## config.mk

```make
export PLATFORM = sky130hd
export DESIGN_NAME = fft_host_loader_flat
export DESIGN_NICKNAME = d
export VERILOG_FILES = /design/src/rtl/fft_host_loader_if.sv /design/src/rtl/fft_host_loader.sv /design/src/flat_wrapper.sv
export SDC_FILE = /design/constraint.sdc
export NUM_CORES = 1
export LEC_CHECK = 0
export ABC_AREA = 0
export BUFFER_PORTS_ARGS = -buffer_cell sky130_fd_sc_hd__buf_2
export CAP_MARGIN = 20
export CORE_UTILIZATION = 53
export CTS_CLUSTER_SIZE = 20
export DETAILED_ROUTE_END_ITERATION = 7
export PLACE_DENSITY = 0.8
export REMOVE_ABC_BUFFERS = 1
export SETUP_SLACK_MARGIN = 0.02
export SLEW_MARGIN = 25
export SYNTH_ARGS = -nofsm -noshare
export SYNTH_HDL_FRONTEND = slang
export SYNTH_SLANG_ARGS = --single-unit
```

## constraint.sdc

```tcl
create_clock -name CLK -period 2.7 [get_ports CLK]
set_input_delay 0.27 -clock CLK [delete_from_list [all_inputs] [get_ports CLK]]
set_output_delay 0.27 -clock CLK [all_outputs]
set_load 0.02 [all_outputs]
```

## src/rtl/fft_host_loader_if.sv

```systemverilog
// Host register bus between the test/host side and fft_host_loader.
// The host drives the write strobe, index and data; the loader returns registered readback.
interface fft_host_loader_if #(
  parameter int BW = 16
);
  logic          i_WE;
  logic [7:0]    i_ADDR;
  logic [BW-1:0] i_DATA;
  logic [BW-1:0] o_RDATA;

  modport master (output i_WE, i_ADDR, i_DATA, input o_RDATA);
  modport slave  (input i_WE, i_ADDR, i_DATA, output o_RDATA);
endinterface

```

## src/rtl/fft_host_loader.sv

```systemverilog
// Assembles NCH channel samples from narrow host bus words and commits them to the
// FFT core sample RAM, respecting the core's RAM block signal; can also launch the FFT.
module fft_host_loader #(
  parameter int IWL = 32,
  parameter int BW  = 16,
  parameter int AWL = 7,
  parameter int NCH = 2
) (
  input  logic                 CLK,
  input  logic                 RST,
  input  logic                 i_EN,
  fft_host_loader_if.slave     host,
  input  logic                 i_RAM_BLOCK,
  output logic [NCH*IWL-1:0]   o_RAM_DATA,
  output logic [NCH*AWL-1:0]   o_RAM_ADDR,
  output logic                 o_RAM_Wr,
  output logic                 o_START,
  output logic                 o_BUSY
);

  localparam int WPS      = IWL / BW;
  localparam int S        = WPS + 1;
  localparam int CTRL_IDX = NCH * S;

  typedef enum logic [1:0] {ST_IDLE, ST_WAIT, ST_WRITE} state_e;

  state_e state_q, state_d;

  logic [BW-1:0]  data_q [NCH][WPS];
  logic [BW-1:0]  data_d [NCH][WPS];
  logic [AWL-1:0] addr_q [NCH];
  logic [AWL-1:0] addr_d [NCH];
  logic           autoinc_q, autoinc_d;
  logic           pend_q, pend_d;
  logic           start_q, start_d;
  logic [BW-1:0]  rdata_q, rdata_d;
  logic [BW-1:0]  rd_mux;

  logic acc, acc_ctrl, commit_req;

  // Host writes land only while idle; a commit in flight locks the register file.
  assign acc        = i_EN & host.i_WE & (state_q == ST_IDLE);
  assign acc_ctrl   = acc & (int'(host.i_ADDR) == CTRL_IDX);
  assign commit_req = acc_ctrl & host.i_DATA[0];

  always_ff @(posedge CLK or negedge RST) begin
    if (!RST) state_q <= ST_IDLE;
    else      state_q <= state_d;
  end

  always_comb begin
    state_d = state_q;
    if (i_EN) begin
      case (state_q)
        ST_IDLE:  if (commit_req) state_d = i_RAM_BLOCK ? ST_WAIT : ST_WRITE;
        ST_WAIT:  if (!i_RAM_BLOCK) state_d = ST_WRITE;
        ST_WRITE: state_d = ST_IDLE;
        default:  state_d = ST_IDLE;
      endcase
    end
  end

  always_comb begin
    o_RAM_Wr   = i_EN & (state_q == ST_WRITE);
    o_START    = i_EN & start_q;
    o_BUSY     = (state_q != ST_IDLE) | pend_q;
    o_RAM_DATA = '0;
    o_RAM_ADDR = '0;
    // Word 0 is the most significant slice of each channel's sample.
    for (int c = 0; c < NCH; c++) begin
      for (int k = 0; k < WPS; k++) begin
        o_RAM_DATA[c*IWL + (WPS-1-k)*BW +: BW] = data_q[c][k];
      end
      o_RAM_ADDR[c*AWL +: AWL] = addr_q[c];
    end
  end

  assign host.o_RDATA = rdata_q;

  always_comb begin
    data_d    = data_q;
    addr_d    = addr_q;
    autoinc_d = autoinc_q;
    pend_d    = pend_q;
    start_d   = start_q;
    rdata_d   = rdata_q;

    rd_mux = '0;
    for (int c = 0; c < NCH; c++) begin
      for (int k = 0; k < WPS; k++) begin
        if (int'(host.i_ADDR) == c*S + k) rd_mux = data_q[c][k];
      end
      if (int'(host.i_ADDR) == c*S + WPS) rd_mux = BW'(addr_q[c]);
    end
    if (int'(host.i_ADDR) == CTRL_IDX) rd_mux = BW'({autoinc_q, 1'b0});

    if (i_EN) begin
      start_d = 1'b0;
      rdata_d = rd_mux;
      if (acc) begin
        for (int c = 0; c < NCH; c++) begin
          for (int k = 0; k < WPS; k++) begin
            if (int'(host.i_ADDR) == c*S + k) data_d[c][k] = host.i_DATA;
          end
          if (int'(host.i_ADDR) == c*S + WPS) addr_d[c] = host.i_DATA[AWL-1:0];
        end
        if (acc_ctrl) begin
          autoinc_d = host.i_DATA[1];
          // START combined with COMMIT waits for the RAM write to finish.
          if (host.i_DATA[2]) begin
            if (host.i_DATA[0]) pend_d  = 1'b1;
            else                start_d = 1'b1;
          end
        end
      end
      if (state_q == ST_WRITE) begin
        if (autoinc_q) begin
          for (int c = 0; c < NCH; c++) addr_d[c] = addr_q[c] + AWL'(NCH);
        end
        start_d = start_d | pend_q;
        pend_d  = 1'b0;
      end
    end
  end

  always_ff @(posedge CLK or negedge RST) begin
    if (!RST) begin
      for (int c = 0; c < NCH; c++) begin
        for (int k = 0; k < WPS; k++) data_q[c][k] <= '0;
        addr_q[c] <= '0;
      end
      autoinc_q <= 1'b0;
      pend_q    <= 1'b0;
      start_q   <= 1'b0;
      rdata_q   <= '0;
    end else begin
      data_q    <= data_d;
      addr_q    <= addr_d;
      autoinc_q <= autoinc_d;
      pend_q    <= pend_d;
      start_q   <= start_d;
      rdata_q   <= rdata_d;
    end
  end

endmodule
```

## src/flat_wrapper.sv

```systemverilog
// flat-port wrapper written by rule: the top's interface ports become plain ports
module fft_host_loader_flat 
#(
  parameter int IWL = 32,
  parameter int BW  = 16,
  parameter int AWL = 7,
  parameter int NCH = 2
)
  (CLK, RST, i_EN, i_RAM_BLOCK, o_RAM_DATA, o_RAM_ADDR, o_RAM_Wr, o_START, o_BUSY, host_i_WE, host_i_ADDR, host_i_DATA, host_o_RDATA);
  fft_host_loader_if #(.BW(BW)) host_i ();
  input  logic CLK;
  input  logic RST;
  input  logic i_EN;
  input  logic i_RAM_BLOCK;
  output logic [NCH*IWL-1:0] o_RAM_DATA;
  output logic [NCH*AWL-1:0] o_RAM_ADDR;
  output logic o_RAM_Wr;
  output logic o_START;
  output logic o_BUSY;
  input wire logic [$bits(host_i.i_WE)-1:0] host_i_WE;
  input wire logic [$bits(host_i.i_ADDR)-1:0] host_i_ADDR;
  input wire logic [$bits(host_i.i_DATA)-1:0] host_i_DATA;
  output wire logic [$bits(host_i.o_RDATA)-1:0] host_o_RDATA;
  assign host_i.i_WE = host_i_WE;
  assign host_i.i_ADDR = host_i_ADDR;
  assign host_i.i_DATA = host_i_DATA;
  assign host_o_RDATA = host_i.o_RDATA;
  fft_host_loader #(.IWL(IWL), .BW(BW), .AWL(AWL), .NCH(NCH)) u_core (.CLK(CLK), .RST(RST), .i_EN(i_EN), .host(host_i), .i_RAM_BLOCK(i_RAM_BLOCK), .o_RAM_DATA(o_RAM_DATA), .o_RAM_ADDR(o_RAM_ADDR), .o_RAM_Wr(o_RAM_Wr), .o_START(o_START), .o_BUSY(o_BUSY));
endmodule
```

# Word level (Yosys, flattened, before mapping)
# Index checks and enable logic that the tools add are counted.
[totals]
register_bits = 99
[classes]
n_bitwise = 8
n_eq_ne = 10
n_addsub = 2
reduce_logical = 14
muxes = 27
[ops]
columns = ["operator", "n"]
rows = [
  ["two-way mux 16 bit", 7],
  ["two-way mux 14 bit", 3],
  ["equality test 8 x 4 -> 1 bit, second input constant", 3],
  ["AND reduction 3 bit", 6],
  ["equality test 8 x 3 -> 1 bit, second input constant", 2],
  ["adder 7 x 2 -> 7 bit, second input constant", 2],
  ["two-way mux 7 bit", 2],
  ["two-way mux 1 bit", 11],
  ["nonzero test 2 bit", 5],
  ["equality test 8 x 2 -> 1 bit, second input constant", 1],
  ["logical NOT 8 bit", 1],
  ["bitwise AND 1 bit", 6],
  ["two-way mux 2 bit", 3],
  ["AND reduction 5 bit", 1],
  ["case mux 2 bit (2 select lines)", 1],
  ["equality test 2 x 1 -> 1 bit, second input constant", 1],
  ["equality test 2 bit, second input constant", 1],
  ["logical NOT 2 bit", 1],
  ["!= test 2 x 1 -> 1 bit, second input constant", 1],
  ["!= test 2 bit, second input constant", 1],
  ["bitwise OR 1 bit", 2],
]

# Logic depth before layout (Yosys ltp)
[logic_depth]
depth_word = 8
mapped_depth = 7

# Least setup slack after synthesis
# OpenSTA, ideal clock, no wires.
[synth_path]
kind = "input port to flip-flop"
from = "input port host_i_ADDR[5]"
to = "register u_core.data_q (netlist bit u_core.o_RAM_DATA[38])"
cell_stages = 7
t_required_ps = 2575
arrival_ps = 1915
path_slack_ps = 660
path_cell_list = "nor4_1 -> and4_1 -> buf_2 -> and2_1 -> buf_4 -> buf_4 -> mux2_2"
[synth_via]
elab_chain_len = 2
[synth_rtl]
columns = ["item", "line", "source"]
rows = [
  ["from (decl)", "flat_wrapper.sv:21", "input wire logic [$bits(host_i.i_ADDR)-1:0] host_i_ADDR;"],
  ["equality test 8 x 4 -> 1 bit", "fft_host_loader.sv:103", "if (int'(host.i_ADDR) == c*S + k) data_d[c][k] = host.i_DATA;"],
  ["AND reduction 3 bit (no line)", "--", ""],
  ["to (signal assigned)", "fft_host_loader.sv:137", "data_q <= data_d;"],
  ["to (decl)", "fft_host_loader.sv:29", "logic [BW-1:0] data_q [NCH][WPS];"],
]
# No other way between the ends.
# A chain may end at the register's enable or synchronous reset.

# Worst setup path after layout
[layout_path]
from = "register u_core.state_q[0]"
to = "register u_core.data_q (netlist bit u_core.o_RAM_DATA[34])"
[layout_via]
elab_chain_len = 3
[layout_rtl]
columns = ["item", "line", "source"]
rows = [
  ["from (decl)", "fft_host_loader.sv:27", "state_e state_q, state_d;"],
  ["from (signal assigned)", "fft_host_loader.sv:48", "else state_q <= state_d;"],
  ["logical NOT 2 bit", "fft_host_loader.sv:42", "assign acc = i_EN & host.i_WE & (state_q == ST_IDLE);"],
  ["bitwise AND 1 bit", "fft_host_loader.sv:42", ""],
  ["AND reduction 3 bit (no line)", "--", ""],
]
# No other way between the ends.

==> impl_results.md <==
- Hold WS: 0.187 ns
- Seq. cell area: 2480 um^2
- Worst slack, placed: 0.446 ns
- Drt total wl: 13,000 um
- GPL Wtd Cong: 0.878
- Setup crit end kind: flop
- Yosys cell types: 52
- Reg2reg setup slack: 0.58 ns
- EDFF count, synth: 0
- Post-CTS setup buffer count: 0
- Diodes inserted: 0
- Flops & latches, synth: 99
- Setup tns final: 0 ns
- Routed Antenna Nets: 0
- Async SR Flop Fraction: 100%
- Slew at the pin with the worst max-slew slack: 0.647 ns
- Worst clock skew: 0.00488 ns
- Total CTS buffers: 9
- Die height: 97.7 um
- R2R depth: 5
- Reg-to-Reg Start: u_core.state_q[0]$_DFFE_PN0P_
- Area of the core: 8810 um^2
- Grt total ovfl: 0
- Final net count: 574
- Arr. time, crit path: 2.36 ns
- Count leader, synth: dfrtp_1
- Synth top area share: 51.1%
- Clk_lat worst skew: 0.35 ns
- DP Cell Count: 639
- Multi-input gate area: 2200 um^2
- Category of the most critical setup path: flop to flop
- DRC Markers: 16
- Routed vias/inst: 6.17
- Final setup fails: 0
- Fillers: 719
- Die ar.: 9540 um^2
- Max_cap viols: 0
- Fin cells: 655
- Slew margin rel.: 56.7%
- Cells after Synth: 425
- Input/output buffers: 125
- Status: complete, but fails checks
- First DRT Iteration DRCs: 214
- Pwr Density: 490 nW/um^2
- H-tree depth: 3
- Final min period: 2.12 ns
- Post-cts resize count: 0
- Setup slack after layout: 0.580 ns
- CP endpoint: u_core.o_RAM_DATA[34]$_DFFE_PN0P_
- Worst-path maximum fanout: 16
- Clock sinks: 99
- CTS Hold Buffers Added: 1
- Top FF cell, synth: dfrtp_1
- Syn_area_per_cell: 11.4 um^2
- Total GRT Usage: 28.6%
- Final period util: 78.5%
- Mapped cell area: 4850 um^2
- Min-Delay Path Class: primary input to flop
- Crit. Startpoint: u_core.state_q[0]$_DFFE_PN0P_
- First-pass GRT wire length: 21,300 um
- Final core area utilization: 65.6%
- Peak VDD IR: 0.289 mV
- Clk buf depth: 2
- Io pins: 126
- Final hold violation count: 0
- Vias in the first global route: 4,072
- Routed len/inst: 19.9 um
- Largest net degree at the start of global routing: 100
- FF-to-FF End: u_core.o_RAM_DATA[34]$_DFFE_PN0P_
- Initial core utilization: 55.1%
- Placed instance area: 5580 um^2
- Startpoint Class: flop
- Total power: 2.83 mW
- Initial antenna violation count: 0
- Die width: 97.7 um
- Fin. max-slew vios: 0
- Area grow syn2layout: 19.2%
- Failing checks: DRC
- Vias: 4,044
- Unrepaired setup endpoints after global routing: false
- Post-DP HPWL: 8950 um
- Post-synth top cells: dfrtp_1 (99), mux2_2 (65), a21oi_1 (21), nor2_1 (21)
- Share of cells above drive strength 1: 41.5%
- CTS tree: yes
- Worst Path Required: 2.94 ns
- Synth area leaders: dfrtp_1 (51%), mux2_2 (15%), mux2i_1 (3.3%)
- Synthesis Warnings: 0
- LEAKAGE: 3.08 nW
- Post-synthesis sequential area ratio: 51.1%
- Placement row count: 34
- Reg clk slew, reported paths: 0.09 ns
- Final instance area: 5780 um^2
- Area leader, netlist: dfrtp_1
- Root Driver: clkbuf_8
- Drt first pass iters: 7
- Maximum clock rate: 0.472 GHz
-- where the power goes --
part           switching, mW  leakage (nW)  internal (mW)  total [mW]
Sequential            0.0363          1.37           1.52        1.55
Clock                  0.484        0.0995          0.474       0.958
Combinational          0.209          1.61          0.115       0.324
Total                  0.729          3.08           2.11        2.83
-- flip-flops by register name (all words and copies together), names as in the netlist --
name	cells
u_core.o_RAM_DATA	64
u_core.host.o_RDATA	16
u_core.o_RAM_ADDR	14
u_core.state_q	2
u_core.autoinc_q	1
u_core.pend_q	1
u_core.start_q	1
-- kinds of logic after synthesis --
kind of cell | Yosys count | synth area share, %
AO/OA/AOI/OAI | 99 | 14.0
adder cells (fa/ha/maj) | 2 | 0.516
buffers and inverters | 41 | 3.56
flip-flops | 99 | 51.1
multiplexers | 81 | 18.4
AND/OR/NAND/NOR | 103 | 12.4
-- layout make-up --
| type | count | area share [%] |
|---|---|---|
| sequential | 99 | 42.9 |
| multi-input combinational | 285 | 38.1 |
| timing repair buffer | 137 | 12.7 |
| clock buffer | 13 | 2.75 |
| tap | 108 | 2.34 |
| inverter | 11 | 0.714 |
| clock inverter | 2 | 0.606 |
-- routing by layer --
metal / part of all wire (%) / wire (um) / GRT usage (%) / vias to the layer above
met4: 1.8 / 238 / 10.8 / 0
met2: 48 / 6220 / 44.6 / 181
met3: 7.9 / 1030 / 6.83 / 24
met1: 43 / 5550 / 38.9 / 2033
li1: - / - / - / 1806
met5: 0 / 0 / 0 / -
-- worst max-delay path: stages (launching register included) --
cell	delay, ns
dfrtp_1	0.44
and4bb_2	0.38
and4_1	0.35
and2_1	0.16
buf_4	0.30
mux2_2	0.38
-- cells in the final DEF, fill, tap and decap left out, drive strengths merged, types with 6 or more instances in the layout --
cell    count
o21a       12
o21ai      17
inv        11
dfrtp      99
mux2i      16
nand2      18
a211oi      7
a21oi      21
nor2       21
clkbuf     13
buf       136
nor3        6
nand4b      8
nand3      13
o32ai       7
nor2b       7
o22ai       9
mux2       65
-- worst min-delay path by stage --
stage / from / end / slack (ns) / cells past startpoint
floorplan: RST / u_core.autoinc_q$_DFFE_PN0P_ / -0.03 / 0
global route: host_i_DATA[8] / u_core.o_RAM_DATA[24]$_DFFE_PN0P_ / 0.17 / 2
finish: host_i_DATA[8] / u_core.o_RAM_DATA[40]$_DFFE_PN0P_ / 0.19 / 2
CTS: host_i_DATA[8] / u_core.o_RAM_DATA[40]$_DFFE_PN0P_ / 0.17 / 2
detailed placement: RST / u_core.host.o_RDATA[4]$_DFFE_PN0P_ / 0.37 / 2
global placement: RST / u_core.o_RAM_DATA[38]$_DFFE_PN0P_ / 0.36 / 2
No activity file was read; power rests on OpenSTA's default activity.
